**src/rtl/gpu_blitter.sv**
```systemverilog
// Sprite blitter / clear engine: clips sprites to the framebuffer and fetches pixels over a req/ready/rvalid port.
// Optional horizontal mirroring is built when GPU_BLITTER_FLIP_EN is defined.
module gpu_blitter #(
    parameter int FB_WIDTH  = 160,
    parameter int FB_HEIGHT = 120,
    parameter int FB_XW     = 8,
    parameter int FB_YW     = 8,
    parameter int ADDR_W    = 32
) (
    input  logic              clk,
    input  logic              rstn,
    input  logic [ADDR_W-1:0] ctrl_address,
    input  logic [15:0]       ctrl_address_x,
    input  logic [15:0]       ctrl_address_y,
    input  logic [15:0]       ctrl_sheetsize,
    input  logic [15:0]       ctrl_width,
    input  logic [15:0]       ctrl_height,
    input  logic [15:0]       ctrl_x,
    input  logic [15:0]       ctrl_y,
    input  logic              ctrl_draw,
    input  logic [15:0]       ctrl_clear_color,
    input  logic              ctrl_clear,
    input  logic              ctrl_flip_x,
    output logic              ctrl_busy,
    output logic              ctrl_done,
    output logic              mem_req,
    output logic [ADDR_W-1:0] mem_addr,
    input  logic              mem_ready,
    input  logic              mem_rvalid,
    input  logic [15:0]       mem_rdata,
    output logic [FB_XW-1:0]  fb_x,
    output logic [FB_YW-1:0]  fb_y,
    output logic [15:0]       fb_color,
    output logic              fb_write
);
    typedef enum logic [2:0] {S_IDLE, S_CLEAR, S_SCAN, S_REQ, S_WAIT, S_WRITE} state_t;

    localparam logic signed [16:0] FB_W_S = 17'(FB_WIDTH);
    localparam logic signed [16:0] FB_H_S = 17'(FB_HEIGHT);

    state_t            state_q, state_d;
    logic [ADDR_W-1:0] base_q, base_d;
    logic [15:0]       ax_q, ax_d, ay_q, ay_d, pitch_q, pitch_d;
    logic [15:0]       width_q, width_d, height_q, height_d;
    logic [15:0]       x_q, x_d, y_q, y_d, clr_q, clr_d;
    logic [15:0]       col_q, col_d, row_q, row_d, rdata_q, rdata_d;
    logic              done_q, done_d;
    logic              flip_q, flip_d;

    logic signed [16:0] dx, dy;
    logic               clipped, last_col, last_row;
    logic [15:0]        src_col;
    logic [ADDR_W-1:0]  src_addr;

    assign dx       = $signed({x_q[15], x_q}) + $signed({1'b0, col_q});
    assign dy       = $signed({y_q[15], y_q}) + $signed({1'b0, row_q});
    assign clipped  = (dx < 0) || (dx >= FB_W_S) || (dy < 0) || (dy >= FB_H_S);
    assign last_col = (col_q == width_q - 16'd1);
    assign last_row = (row_q == height_q - 16'd1);

`ifdef GPU_BLITTER_FLIP_EN
    assign flip_d  = (state_q == S_IDLE && ctrl_draw) ? ctrl_flip_x : flip_q;
    assign src_col = flip_q ? (width_q - 16'd1 - col_q) : col_q;
`else
    logic unused_flip;
    assign unused_flip = ctrl_flip_x;
    assign flip_d      = 1'b0;
    assign src_col     = col_q;
`endif

    // All terms are reduced modulo 2^ADDR_W, so truncating each operand first is exact.
    assign src_addr = base_q + (ADDR_W'(ay_q) + ADDR_W'(row_q)) * ADDR_W'(pitch_q)
                    + ADDR_W'(ax_q) + ADDR_W'(src_col);

    assign ctrl_busy = (state_q != S_IDLE);
    assign ctrl_done = done_q;
    assign mem_req   = (state_q == S_REQ);
    assign mem_addr  = (state_q == S_REQ) ? src_addr : '0;

    always_comb begin
        state_d  = state_q;
        base_d   = base_q;
        ax_d     = ax_q;
        ay_d     = ay_q;
        pitch_d  = pitch_q;
        width_d  = width_q;
        height_d = height_q;
        x_d      = x_q;
        y_d      = y_q;
        clr_d    = clr_q;
        col_d    = col_q;
        row_d    = row_q;
        rdata_d  = rdata_q;
        done_d   = 1'b0;
        fb_write = 1'b0;
        fb_x     = '0;
        fb_y     = '0;
        fb_color = '0;
        case (state_q)
            S_IDLE: begin
                col_d = '0;
                row_d = '0;
                if (ctrl_draw) begin
                    base_d   = ctrl_address;
                    ax_d     = ctrl_address_x;
                    ay_d     = ctrl_address_y;
                    pitch_d  = ctrl_sheetsize;
                    width_d  = ctrl_width;
                    height_d = ctrl_height;
                    x_d      = ctrl_x;
                    y_d      = ctrl_y;
                    state_d  = S_SCAN;
                end else if (ctrl_clear) begin
                    clr_d   = ctrl_clear_color;
                    state_d = S_CLEAR;
                end
            end
            S_CLEAR: begin
                fb_write = 1'b1;
                fb_x     = col_q[FB_XW-1:0];
                fb_y     = row_q[FB_YW-1:0];
                fb_color = clr_q;
                if (col_q == 16'(FB_WIDTH - 1)) begin
                    col_d = '0;
                    if (row_q == 16'(FB_HEIGHT - 1)) begin
                        state_d = S_IDLE;
                        done_d  = 1'b1;
                    end else begin
                        row_d = row_q + 16'd1;
                    end
                end else begin
                    col_d = col_q + 16'd1;
                end
            end
            S_SCAN: begin
                if (width_q == '0 || height_q == '0) begin
                    state_d = S_IDLE;
                    done_d  = 1'b1;
                end else if (!clipped) begin
                    state_d = S_REQ;
                end else if (last_col && last_row) begin
                    state_d = S_IDLE;
                    done_d  = 1'b1;
                end else if (last_col) begin
                    col_d = '0;
                    row_d = row_q + 16'd1;
                end else begin
                    col_d = col_q + 16'd1;
                end
            end
            S_REQ: begin
                if (mem_ready) state_d = S_WAIT;
            end
            S_WAIT: begin
                if (mem_rvalid) begin
                    rdata_d = mem_rdata;
                    state_d = S_WRITE;
                end
            end
            S_WRITE: begin
                fb_write = rdata_q[0];
                fb_x     = dx[FB_XW-1:0];
                fb_y     = dy[FB_YW-1:0];
                fb_color = rdata_q;
                if (last_col && last_row) begin
                    state_d = S_IDLE;
                    done_d  = 1'b1;
                end else if (last_col) begin
                    col_d   = '0;
                    row_d   = row_q + 16'd1;
                    state_d = S_SCAN;
                end else begin
                    col_d   = col_q + 16'd1;
                    state_d = S_SCAN;
                end
            end
            default: state_d = S_IDLE;
        endcase
    end

    always_ff @(posedge clk or negedge rstn) begin
        if (!rstn) begin
            state_q  <= S_IDLE;
            base_q   <= '0;
            ax_q     <= '0;
            ay_q     <= '0;
            pitch_q  <= '0;
            width_q  <= '0;
            height_q <= '0;
            x_q      <= '0;
            y_q      <= '0;
            clr_q    <= '0;
            col_q    <= '0;
            row_q    <= '0;
            rdata_q  <= '0;
            done_q   <= 1'b0;
            flip_q   <= 1'b0;
        end else begin
            state_q  <= state_d;
            base_q   <= base_d;
            ax_q     <= ax_d;
            ay_q     <= ay_d;
            pitch_q  <= pitch_d;
            width_q  <= width_d;
            height_q <= height_d;
            x_q      <= x_d;
            y_q      <= y_d;
            clr_q    <= clr_d;
            col_q    <= col_d;
            row_q    <= row_d;
            rdata_q  <= rdata_d;
            done_q   <= done_d;
            flip_q   <= flip_d;
        end
    end
endmodule

```
**config.mk**
```make
export PLATFORM = sky130hd
export DESIGN_NAME = gpu_blitter
export DESIGN_NICKNAME = d
export VERILOG_FILES = /design/src/rtl/gpu_blitter.sv
export SDC_FILE = /design/constraint.sdc
export NUM_CORES = 1
export LEC_CHECK = 0
export CORE_UTILIZATION = 40
export DETAILED_ROUTE_END_ITERATION = 7
export PLACE_DENSITY = 0.69
export SYNTH_ARGS = -nofsm -noshare
export SYNTH_HDL_FRONTEND = slang
export SYNTH_SLANG_ARGS = --single-unit
```
**constraint.sdc**
```tcl
create_clock -name clk -period 12.05 [get_ports clk]
set_input_delay 1.205 -clock clk [delete_from_list [all_inputs] [get_ports clk]]
set_output_delay 1.205 -clock clk [all_outputs]
set_load 0.02 [all_outputs]
```
## After elaboration in Yosys (flattened, before gate mapping)

Index checks and enable logic that the tools add are counted.

- Bits in registers: 212
- Input bits: 183
- Output and inout port bits: 68
- Logic and storage cells: 99

- $add $sub $neg: 10
- $mul: 1
- Order comparisons: 4
- Eq/ne operators: 18
- Multiplexer cells: 35
- Bitwise operators: 1
- Reduce and logical (&&, ||, !) cells: 16

Operator list:

| kind | count |
|---|---|
| $mux W16 | 11 |
| $pmux W16 S4 | 2 |
| $add A32 B16 Y32 | 2 |
| $add A16 B17 Y17 | 2 |
| $lt A17 B1 Y1 const B | 2 |
| $add A16 B1 Y16 const B | 2 |
| $add A32 B32 Y32 | 1 |
| $eq A16 B16 Y1 | 2 |
| $logic_not A16 Y1 | 2 |
| $mul A17 B16 Y32 | 1 |
| $mux W32 | 1 |
| $pmux W16 S2 | 1 |
| $pmux W8 S2 | 2 |
| $sub A16 B1 Y16 const B | 2 |
| $mux W3 | 9 |
| $pmux W3 S6 | 1 |
| $add A16 B16 Y17 | 1 |
| $ge A17 B8 Y1 const B | 1 |
| $ge A17 B9 Y1 const B | 1 |
| $eq A16 B7 Y1 const B | 1 |
| $eq A16 B8 Y1 const B | 1 |
| $ne A2 B2 Y1 const B | 6 |
| $eq A3 B2 Y1 const B | 2 |
| $eq A3 B3 Y1 const B | 2 |
| 18 further kinds | 27 |

## Depth between registers and ports, before layout

Gate-level depths: netlist (run 1).

- Depth after elaboration: 8
- Depth in mapped cells: 37
- Depth with buffers taken out: 37

## Worst setup path after synthesis (run 1)

OpenSTA, ideal clock, no wires.

- Kind: register to output
- Start: register row_q[0]
- End: output port mem_addr[26]
- Arrival: 8.379 ns
- Data required time: 10.845 ns
- Setup slack: 2.466 ns
- Cell stages (with the launch flop): 32
- Buffers on the path: 1
- Cell sequence: dfrtp_1 -> ha_1 -> inv_1 -> fa_1 -> nor2b_1 -> o21ai_0 -> a21boi_0 -> o21a_1 -> o311ai_0 -> a31oi_1 -> a21o_1 -> a21oi_1 -> xnor2_1 -> clkbuf_1 -> nand2_1 -> fa_1 -> fa_1 -> fa_1 -> inv_1 -> fa_1 -> fa_1 -> inv_1 -> fa_1 -> inv_1 -> ha_1 -> a21o_1 -> a21o_1 -> a21oi_1 -> nand2_1 -> a311oi_1 -> nor2_1 -> a2111oi_0

- Cells in the longest elaborated chain, start to end: 6

Ends and longest elaborated chain:

| what | line | RTL |
|---|---|---|
| from (decl) | 46 | `logic [15:0] col_q, col_d, row_q, row_d, rdata_q, rdata_d;` |
| from (signal assigned) | 210 | `row_q <= row_d;` |
| $add A16 B16 Y17 | 72 | `assign src_addr = base_q + (ADDR_W'(ay_q) + ADDR_W'(row_q)) * ADDR_W'(pitch_q)` |
| $mul A17 B16 Y32 | 72 |  |
| $add A32 B32 Y32 | 72 |  |
| $add A32 B16 Y32 (2 in series) | 73 | `+ ADDR_W'(ax_q) + ADDR_W'(src_col);` |
| $mux W32 | 78 | `assign mem_addr = (state_q == S_REQ) ? src_addr : '0;` |
| to (decl) | 27 | `output logic [ADDR_W-1:0] mem_addr,` |

No other way between the ends.

## Final worst setup path (run 1)

- Start: register row_q[2]
- End: output port mem_addr[31]

Same word-level chain as after synthesis.

==> results.txt, run 1 <==
The flow ran to the end, and the final reports show no timing, DRC or antenna violations. The count of input and output buffers is 249. The library cell used most frequently in the layout, excluding fill and tap cells, is sky130_fd_sc_hd__inv_1. The remaining max-slew budget at the tightest pin came out at 37.4%. The placed standard-cell area is 26600 um2.

The worst setup skew after layout came out at 0.0339 ns. The finished layout cell area is 27600 um2. From synthesis to final layout, the design area changed by 18.6%.

Setup repair after global routing left no endpoint under its margin. The maximum clock insertion buffer count came out at 3. The detailed router used layers up to and including met4. The number of enable flip-flop cells after synthesis is 0. The antenna cell count is 0. The highest net fanout along the worst path is 11. Hold is met by 0.505 ns. The worst setup path is captured at a primary output. The routed metal-1 wirelength is 27800 um. The final period demand of the worst path is 11.51 ns. The maximum cell stage delay along the critical path came out at 0.62 ns. The number of iterations in the first detailed-routing pass is 5. Dividing the detail-routed wire length by the instance count gives 18.5 um. The root cell of the clock tree is sky130_fd_sc_hd__clkbuf_16. The die covers 59100 um2. The maximum clock frequency came out at 0.0869 GHz. The count of state elements after synthesis is 212. The met3 layer wire length in the routed design is 3180 um. The later pin in the worst-skew pair is clocked with a latency of 0.58 ns. TritonCTS built the clock tree. The residual antenna-violating net count after detailed routing is 0.

The number of buffers inserted during clock tree synthesis came out at 26. The synthesized netlist net count came out at 3050. The die is 243 um tall. The synthesized cell area is 23300 um2.

Dividing the detail-routed via count by the number of cells gives 5.23. The maximum level of the CTS H-tree came out at 1. In the layout the commonest cells are 407 x sky130_fd_sc_hd__inv_1, 273 x sky130_fd_sc_hd__fa_1, 248 x sky130_fd_sc_hd__clkdlybuf4s50_1. STA classifies the critical path startpoint as a flop. The number of global-route vias before repair came out at 19000. After floorplanning, the core was divided into 88 placement rows. Setup violations remaining at the end of the flow were counted as 0.

The hold violation total from the final report is 0. The detailed-route via count is 18000. The share of final-layout standard cells stronger than drive strength 1 came out at 10.2%. The pin slew with the least headroom to its limit came out at 0.930 ns. The setup fix buffers added after clock tree synthesis came out at 0. The final critical-path share of the clock period came out at 95.5%.

The die is 243 um wide. The most numerous cell type found on the critical path is sky130_fd_sc_hd__fa_1. The total overflow left after global routing is 0. The HPWL after detailed placement is 50300 um. Counting every sink on the clock net gives 212. After the first detailed-routing iteration, the DRC count stood at 954. The number of max-cap violations came out at 0.

Global routing consumed, over all layers together, 21.9% of the routing resources. The average footprint of a synthesized cell came out at 9.54 um2. The sum of met2 wire segment lengths after detailed routing is 30800 um. The number of nets in the final layout is 3266.

The number of antenna violations at the first check in global routing is 0. The standard cell core area came out at 57600 um2. The required arrival time at the worst endpoint is 10.85 ns. The number of distinct standard cells referenced by the synthesized netlist is 78. After filler insertion, the fill cell instance count of the layout stands at 5288.

The remaining routing DRC violations came out at 0. The portion of the post-synthesis area used by sequential elements came out at 22.8%. During synthesis, Yosys emitted a total of 0 warnings. The number of pins exceeding their max-slew limit in the final report is 0. The post-detailed-routing wire length is 63700 um.

The most used flip-flop cell after synthesis is sky130_fd_sc_hd__dfrtp_1. The pin count of the biggest net entering global routing came out at 99. The worst hold path belongs to the class reg2reg. The data arrival time of the worst path is 10.30 ns. The initial core utilization came out at 40.4%. The largest individual stage delay along the critical path comes from the cell sky130_fd_sc_hd__clkdlybuf4s50_1. The total negative slack is 0 ns.

The first global-routing pass estimated 103000 um of wire. Counting every instance in the synthesized netlist gives 2438. The clock-pin slew reported for the worst setup and hold paths after clock tree synthesis is 0.06 ns. Routability-driven placement finished with a final weighted congestion of 0.893. The share of flip-flops with an asynchronous set or reset after synthesis is 100%. The count of boundary I/O pins is 251.

The critical path is of the reg2out type.
[flip-flops by register name (all words and copies together), names as in the netlist]
register and flops:
base_q 32, ax_q 16, ay_q 16, clr_q 16, col_q 16, height_q 16, pitch_q 16, rdata_q 16
row_q 16, width_q 16, x_q 16, y_q 16, state_q 3, ctrl_done 1
[critical path: cells and delay by family (launching register included)]
family,cells,cell delay (ns)
buf+inv,6,1.18
simple gates,8,1.33
xor+xnor,2,0.29
fa+ha+maj,8,3.73
compound gates,10,2.85
flops,1,0.35
[metal layers]
metal,track usage (%),up-vias
li1,-,8370
met2,37.6,470
met1,28.3,9040
met3,3.13,98
met4,6.62,0
met5,0,-
[repair_timing]
| item | 4_1_cts | 5_1_grt |
|---|---|---|
| endpoints found under the setup margin | 0 | 4 |
| resized for setup | 0 | 5 |
| hold buffers | 0 | 0 |
[logic make-up (layout without fill, tap and decap cells)]
family                   Yosys count  count (layout)  share of synthesized area, %
AO/OA/AOI/OAI                    296             296                          8.22
flip-flops                       212             212                          22.8
adder cells (fa/ha/maj)          429             429                          31.9
XOR/XNOR                         101             101                          3.80
multiplexers                     200             200                          9.49
AND/OR/NAND/NOR                  704             704                          15.7
buffers and inverters            496             732                          8.06
[per-stage QoR]
step	setup WS, ns	util [%]	instances
floorplan	2.47	-	2438
global placement	1.01	46.2	3391
detailed placement	0.877	46.2	3391
CTS	0.191	47.9	3439
global route	0.0217	47.9	3439
finish	0.541	47.9	3439
[layout make-up]
class / instances / area [um2] / share of cell area [%]
multi-input cells: 1730 / 16100 / 58.4
flip-flops and latches: 212 / 5310 / 19.2
repair buffers: 276 / 2700 / 9.79
inverters: 408 / 1530 / 5.55
well taps: 765 / 957 / 3.47
clock buffers: 30 / 706 / 2.56
clock inverters: 18 / 274 / 0.994
[final timing paths]
check | cells past startpoint | startpoint | to | slack, ns
max | 34 | row_q[2]$_DFFE_PN0P_ | mem_addr[31] | 0.54
min | 1 | clr_q[5]$_DFFE_PN0P_ | clr_q[5]$_DFFE_PN0P_ | 0.50
max reg2reg | 11 | row_q[8]$_DFFE_PN0P_ | col_q[2]$_DFFE_PN0P_ | 7.03
min reg2reg | 1 | clr_q[5]$_DFFE_PN0P_ | clr_q[5]$_DFFE_PN0P_ | 0.50
max in group asynchronous | 2 | rstn | pitch_q[4]$_DFFE_PN0P_ | 9.98
min in group asynchronous | 1 | rstn | y_q[13]$_DFFE_PN0P_ | 0.68
[synth_stat cells (9+ instances only)]
| cell type | count | share of area, % |
|---|---|---|
| sky130_fd_sc_hd__clkbuf_1 | 76 | 1.2 |
| sky130_fd_sc_hd__nor4_1 | 11 | 0.30 |
| sky130_fd_sc_hd__xnor2_1 | 67 | 2.5 |
| sky130_fd_sc_hd__nand2_1 | 188 | 3.0 |
| sky130_fd_sc_hd__a21oi_1 | 65 | 1.4 |
| sky130_fd_sc_hd__and2_1 | 163 | 4.4 |
| sky130_fd_sc_hd__o31ai_1 | 13 | 0.42 |
| sky130_fd_sc_hd__nand3_1 | 37 | 0.80 |
| sky130_fd_sc_hd__ha_1 | 156 | 8.4 |
| sky130_fd_sc_hd__nand4_1 | 14 | 0.38 |
| sky130_fd_sc_hd__or3_1 | 17 | 0.46 |
| sky130_fd_sc_hd__mux2i_1 | 36 | 1.5 |
| sky130_fd_sc_hd__a31oi_1 | 11 | 0.30 |
| sky130_fd_sc_hd__inv_1 | 407 | 6.6 |
| sky130_fd_sc_hd__dfrtp_1 | 212 | 23 |
| sky130_fd_sc_hd__nand2b_1 | 16 | 0.43 |
| sky130_fd_sc_hd__xor2_1 | 34 | 1.3 |
| sky130_fd_sc_hd__nor3_1 | 28 | 0.60 |
| sky130_fd_sc_hd__nor2_1 | 125 | 2.0 |
| sky130_fd_sc_hd__and3_1 | 22 | 0.59 |
| sky130_fd_sc_hd__nor2b_1 | 19 | 0.51 |
| sky130_fd_sc_hd__a211oi_1 | 11 | 0.36 |
| sky130_fd_sc_hd__o21ai_0 | 75 | 1.6 |
| sky130_fd_sc_hd__a21o_1 | 28 | 0.90 |
| sky130_fd_sc_hd__o311ai_0 | 9 | 0.34 |
| sky130_fd_sc_hd__fa_1 | 273 | 23 |
| sky130_fd_sc_hd__mux2_2 | 164 | 7.9 |
| sky130_fd_sc_hd__o21a_1 | 13 | 0.42 |
| sky130_fd_sc_hd__or4_1 | 9 | 0.29 |
| sky130_fd_sc_hd__or2_2 | 17 | 0.46 |
Power of run 1 is not shown: default switching activity piles up to over one toggle a cycle in this logic, so the estimate is an artifact.
==> inputs of run 2 (changes only) <==
--- a/config.mk
+++ b/config.mk
@@ -5,6 +5,7 @@
 export SDC_FILE = /design/constraint.sdc
 export NUM_CORES = 1
 export LEC_CHECK = 0
+export ABC_AREA = 1
 export CORE_UTILIZATION = 40
 export DETAILED_ROUTE_END_ITERATION = 7
 export PLACE_DENSITY = 0.69
==> results.txt, run 2 <==
The hold violation total from the final report is 0. Global routing consumed, over all layers together, 23.6% of the routing resources. The area fraction in compound gates after synthesis came out at 5.72%. The maximum level of the CTS H-tree came out at 1. The antenna cell count came out at 0.

After synthesis, flip-flops and latches occupy 21.6% of the total area. The number of cells produced by synthesis is 3307. In the finished design, the share of the clock period the worst path needs comes to 90.2%. For this design, the slowest cell found on the critical path is sky130_fd_sc_hd__clkdlybuf4s50_1.

The flip-flop count of the largest register, all copies and words added is 32. The number of antenna violations at the first check in global routing is 0. The count of boundary I/O pins is 251. The sum of net half-perimeters after detailed placement came out at 58800 um.

The critical path starts at row_q[0]$_DFFE_PN0P_. In this run the critical register-to-register path is launched from row_q[0]$_DFFE_PN0P_. The fill cell instance count of the final layout is 5925.

The maximum cell stage delay along the critical path came out at 0.63 ns. The total of endpoints with negative setup slack in the final report came out at 0. The synthesized netlist net count is 3919.

The detailed-route via count came out at 21700. Clock-pin slew was measured on the worst setup and hold paths at 0.06 ns. Counting flops per register, the top entry is base_q. The number of buffers inserted for hold repair after clock tree synthesis is 0.

The post-synthesis simple-gate area fraction is 27.1%. In the layout the commonest cells are 978 x sky130_fd_sc_hd__nand2_1, 591 x sky130_fd_sc_hd__inv_1, 329 x sky130_fd_sc_hd__nor2_1. TritonCTS built the clock tree. The synthesized cell area is 24500 um2. Dividing the detail-routed via count by the number of cells gives 5.04. In this run, CTS created clock tree buffers numbering 28. The clock sink total is 212.

The count of state elements after synthesis is 212. Multiplexer cells account for 1.42% of the synthesized area. In the final timing run, aggregate negative setup slack is 0 ns. The highest net fanout along the worst path is 10.

The pin slew with the least headroom to its limit is 1.13 ns. The initial core utilization is 40.5%. STA classifies the critical path endpoint as a primary output. Buffers placed on the I/O ports in this run total 249. The count of standard-cell rows came out at 90.

OpenSTA, run right after detailed placement, puts the worst setup slack at 1.85 ns. The startpoint identified for the worst hold timing path is y_q[6]$_DFFE_PN0P_. The routed length per instance came out at 16.9 um.

The setup fix buffers added after clock tree synthesis came out at 0. The number of distinct standard cells referenced by the synthesized netlist came out at 50. The commonest cells after synthesis are 978 x sky130_fd_sc_hd__nand2_1, 592 x sky130_fd_sc_hd__inv_1, 333 x sky130_fd_sc_hd__nor2_1, 273 x sky130_fd_sc_hd__fa_1, 212 x sky130_fd_sc_hd__dfrtp_1.

The total overflow reported by the global router is 0. The synthesized design devotes to its leading area cell type 22.3% of total area. Of the cells placed in the final design, the portion with a size suffix greater than 1 is 3.81%. Setup repair after global routing left no endpoint under its margin. The adder-cell area share of the yosys netlist came out at 30.3%. The wire length of the first global-routing pass is 116000 um. The worst setup skew after layout is 0.0398 ns. The placed standard-cell area is 27700 um2. The cell with the most instances on the worst path is sky130_fd_sc_hd__nand2_1. Summed over all instances, the cell type with the most area after synthesis is sky130_fd_sc_hd__fa_1. The congestion estimate from routability-driven global placement came to 0.963.

The worst setup path is of the reg2out kind. In this run the worst hold path is classified as reg2reg. The violation count after the first detailed-routing iteration came out at 1503. The flow ran to the end, and the final reports show no timing, DRC or antenna violations. Leaving out fill and tap cells, the most frequent cell in the layout is sky130_fd_sc_hd__nand2_1. Ranked by total cell area, the synthesized netlist is headed by sky130_fd_sc_hd__fa_1 22%, sky130_fd_sc_hd__dfrtp_1 22%, sky130_fd_sc_hd__nand2_1 15%. The number of global-route vias before repair came to 21600. The worst-case setup margin in the final layout is 1.18 ns. The floorplan step defined a core boundary enclosing 60500 um2.

The number of iterations in the first detailed-routing pass is 5. The full die area came out at 62300 um2. The fraction of synthesized cell area in xor and xnor cells is 2.97%. After routing the design area is 28600 um2. After synthesis, the mean cell area works out to 7.41 um2. CTS placed an instance of sky130_fd_sc_hd__clkbuf_16 at the clock tree root. The required arrival time at the worst endpoint is 10.85 ns. The total of cells resized after clock tree synthesis is 0. The number of pins exceeding their max-slew limit in the final report is 0. The post-detailed-routing wire length is 72800 um. The hold slack came out at 0.476 ns. The number of nets in the final layout came out at 4114. The most used flip-flop cell after synthesis is sky130_fd_sc_hd__dfrtp_1.

The vertical extent of the die came out at 250 um. Across the run, the number of max-cap violations was 0. The width of the die came out at 250 um. The number of warnings issued by yosys came out at 0.

After synthesis, the largest family of logic cells by area is adder cells. Data on the critical path arrives at its endpoint at 9.67 ns. The share of flip-flops with an asynchronous set or reset after synthesis is 100%. The maximum clock insertion buffer count came out at 3.

In this run the remaining antenna-violating nets after routing total 0. The remaining max-slew budget at the tightest pin is 24.3%. The maximum clock frequency came out at 0.0920 GHz.

Relative to the synthesized area, the layout overhead comes to 16.7%. In this run, synthesis inferred 0 flip-flops with an integrated enable. The later pin in the worst-skew pair is clocked with a latency of 0.59 ns. In the post-synthesis netlist, the cell with the most instances is sky130_fd_sc_hd__nand2_1.

The final period demand of the worst path is 10.87 ns. Entering global routing, the biggest net connects 83 pins. For this run, design rule violations remaining after detail routing come to 0.

The element type at the critical path start is a flop.
[run 2: changes by cell type after synthesis, sizes merged, moves of 27 or more]
cell	delta
inv	+191
xnor2	-36
a21oi	+27
mux2	-133
mux2i	-36
nor2	+219
and2	-154
nand2	+795
nand3	+104
[run 2: cells by family after synthesis]
kind of cell,after synthesis
mux,31
flops,212
simple gates,1603
compound gates,246
xor+xnor,83
buf+inv,703
fa+ha+maj,429
[run 2: worst max-delay path: cells and delay by family (launching register included)]
kind,cells,cell delay [ns]
DFF,1,0.56
and+or+nand+nor,13,1.59
xor gates and xnor gates,1,0.53
buffers and inverters,8,1.50
adders and majority gates,9,3.99
AOI/OAI and AO/OA,3,0.91
[run 2: cell type report]
| class | count | area [um2] | area share, % |
|---|---|---|---|
| Tap cell | 782 | 978 | 3.42 |
| Clock buffer | 34 | 744 | 2.60 |
| Inverter | 607 | 2280 | 7.97 |
| Timing Repair Buffer | 261 | 2590 | 9.04 |
| Multi-Input combinational cell | 2392 | 16600 | 57.9 |
| Sequential cell | 212 | 5310 | 18.5 |
| Clock inverter | 12 | 166 | 0.581 |
[run 2: path summary, 6_finish.rpt]
check                      slack, ns  depth (start not counted)                      to
max reg2reg                     7.85                         20    col_q[1]$_DFFE_PN0P_
max in group asynchronous      10.03                          2  pitch_q[3]$_DFFE_PN0P_
min                             0.48                          2      y_q[6]$_DFFE_PN0P_
min in group asynchronous       0.60                          1      x_q[5]$_DFFE_PN0P_
min reg2reg                     0.48                          2      y_q[6]$_DFFE_PN0P_
max                             1.18                         34            mem_addr[30]
[run 2: metal layers]
layer	track usage, %	vias to the layer above	routed length, um
met5	0	-	0
met4	7.99	0	2620
met3	3.65	141	5340
met2	38.7	789	33000
met1	31.7	10200	31800
li1	-	10500	-
[run 2: stage by stage]
step,std cells,utilization (%)
5_1_grt,4300,47.3
3_3_place_gp,4254,45.8
2_1_floorplan,3307,-
6_report,4300,47.3
3_5_place_dp,4254,45.8
4_1_cts,4300,47.3
Power of run 2 is left out for the same reason.
==> inputs of run 3 (changes only) <==
--- a/config.mk
+++ b/config.mk
@@ -5,9 +5,10 @@
 export SDC_FILE = /design/constraint.sdc
 export NUM_CORES = 1
 export LEC_CHECK = 0
-export ABC_AREA = 1
 export CORE_UTILIZATION = 40
 export DETAILED_ROUTE_END_ITERATION = 7
+export GPL_TIMING_DRIVEN = 0
+export HOLD_SLACK_MARGIN = 0.1
 export PLACE_DENSITY = 0.69
 export SYNTH_ARGS = -nofsm -noshare
 export SYNTH_HDL_FRONTEND = slang
==> results.txt, run 3 (synthesized netlist as in run 1, its figures left out) <==
Summing all flip-flop and latch instances after layout gives 5310 um2. The detailed-route via count came out at 18400. For this run, the top clock speed supported by timing is 0.0854 GHz. The standard cell core area came out at 57600 um2. The routed length per instance is 20.1 um. The routed metal-1 wirelength is 29300 um. Wire segments on met3 add up to 4160 um in the final route.

Of the available clock period, the critical path in the final layout requires 97.2%. The total negative slack came out at 0 ns. The startpoint-to-endpoint class of the critical path is reg2out. The total overflow left after global routing is 0.

The width of the die is 243 um. The number of pins exceeding their max-slew limit in the final report was 0. 251 I/O pins were placed. Setup violations remaining at the end of the flow were counted as 0.

Across the run, the number of max-cap violations was 0. The worst hold path begins at clr_q[13]$_DFFE_PN0P_. The multi-input combinational cell area came out at 16200 um2.

The initial core utilization is 40.4%. After routing the design area is 27900 um2. The count of input and output buffers is 249. Setup repair after global routing could not meet its margin everywhere.

For this run, the detailed router's first-pass iteration total came to 5. More flip-flops sit in one register than any other, and that register is base_q. Of all nets on the critical path, the largest fanout is 8. The full die area is 59100 um2.

The share of final-layout standard cells stronger than drive strength 1 is 9.64%. The worst setup path is captured at a primary output. The min-delay analysis places its worst path in the category reg2reg.

The clock sink total is 212. The vertical extent of the die is 243 um. The buffer and inverter count on the worst path came out at 6.

The worst setup skew after layout came out at 0.0238 ns. The root cell of the clock tree is sky130_fd_sc_hd__clkbuf_16. The maximum cell stage delay along the critical path came out at 0.62 ns. The flip-flop count of the largest register, all copies and words added came out at 32. In this run the worst setup path begins at row_q[2]$_DFFE_PN0P_. The flow ran to the end, and the final reports show no timing, DRC or antenna violations. The data arrival time of the worst path came out at 10.50 ns. Signal routing reaches up to met5. The number of antenna violations at the first check in global routing is 2. Measured against its own limit, the worst slew margin works out to 17.4%. The top cell types in the final layout, fill and taps aside, are 407 x sky130_fd_sc_hd__inv_1, 273 x sky130_fd_sc_hd__fa_1, 247 x sky130_fd_sc_hd__clkdlybuf4s50_1.

The wire length of the first global-routing pass came out at 110000 um. The slowest stage of the critical path is the sky130_fd_sc_hd__clkdlybuf4s50_1 cell. The number of cells on the critical path came out at 35. The routed via count divided by cell count came out at 5.26. The area overhead of the layout relative to synthesis came out at 19.8%. Detailed placement finished with a half-perimeter wire length of 57500 um. The pin slew with the least headroom to its limit is 1.24 ns. The fill cell instance count of the final layout is 5313. Among cell families on the critical path, the largest total delay comes from adder cells. Along the worst hold path, the cell count comes to 1. After clock tree synthesis, the clock-pin slew on the worst setup and hold paths is 0.06 ns. The maximum level of the CTS H-tree is 1.

The number of global-route vias before repair is 19400. Data on the critical path is required at its endpoint by 10.85 ns. The sum of met2 wire segment lengths after detailed routing is 34200 um. The residual antenna-violating net count after detailed routing is 0. The worst register-to-register path begins at col_q[5]$_DFFE_PN0P_.

The cell with the most instances on the worst path is sky130_fd_sc_hd__fa_1. After detailed routing, the number of remaining DRC violations is 0. The overall track demand over capacity in global routing is 24.0%. The element type at the critical path start is a flop. The maximum clock insertion buffer count is 3. The routability-driven placement congestion ratio is 0.906. After floorplanning, the core was divided into 88 placement rows. The depth of the worst register-to-register path came out at 12.

The violation count after the first detailed-routing iteration came out at 1092. The number of clock buffers added by TritonCTS is 27. TritonCTS built the clock tree. The hold slack is 0.508 ns. The hold violation total from the final report was 0. The antenna cell count came out at 0.

The final period demand of the worst path came out at 11.71 ns. The most common library cell in the layout ignoring fill and taps is sky130_fd_sc_hd__inv_1. After detailed routing, the total wire length is 70200 um. Entering global routing, the biggest net connects 118 pins. The placed standard-cell area came out at 26700 um2.

The net count of the finished layout is 3330. The later pin in the worst-skew pair is clocked with a latency of 0.59 ns.
-- run 3: area by class of cell --
type / instances / share of cell area (%)
Tap cell: 765 / 3.44
Timing Repair Buffer: 251 / 9.10
Clock inverter: 10 / 0.737
Clock buffer: 39 / 2.84
Buffer: 88 / 1.26
Sequential cell: 212 / 19.1
Multi-Input combinational cell: 1730 / 58.1
Inverter: 408 / 5.50
-- run 3: path summary, 6_finish.rpt --
check / endpoint / slack, ns
min in group asynchronous: height_q[6]$_DFFE_PN0P_ / 0.67
worst min register to register: clr_q[13]$_DFFE_PN0P_ / 0.51
worst max register to register: col_q[5]$_DFFE_PN0P_ / 7.12
worst max-delay path: mem_addr[31] / 0.34
max in group asynchronous: ax_q[8]$_DFFE_PN0P_ / 10.32
worst min-delay path: clr_q[13]$_DFFE_PN0P_ / 0.51
-- run 3: metal layers --
metal | GRT usage [%] | up-vias
met4 | 8.08 | 4
li1 | - | 8487
met3 | 3.75 | 124
met2 | 41.4 | 599
met5 | 0 | -
met1 | 30.5 | 9229
-- run 3: worst register-to-register path, delay by kind of cell, from the launching register on --
family / cells / cell delay [ns]
buffers and inverters: 1 / 0.23
and+or+nand+nor: 5 / 1.71
adders and majority gates: 1 / 0.39
DFF: 1 / 0.65
AOI/OAI and AO/OA: 4 / 1.54
xor gates and xnor gates: 1 / 0.27
-- run 3: stage by stage --
stage	setup WS [ns]	util (%)	std cells
after floorplan	2.47	-	2438
after global placement	0.459	46.4	3452
after detailed placement	0.378	46.4	3453
after CTS	0.0252	48.2	3502
after global routing	-0.132	48.4	3503
final	0.343	48.4	3503
-- run 3: what timing repair did --
action / 4_1_cts / 5_1_grt
resized for setup: 4 / 27
setup endpoints to repair: 3 / 8
setup buffers: 0 / 1
hold endpoints to repair: 0 / 0
pin swaps: 0 / 2
hold buffers: 0 / 0
Power of run 3 is left out for the same reason.
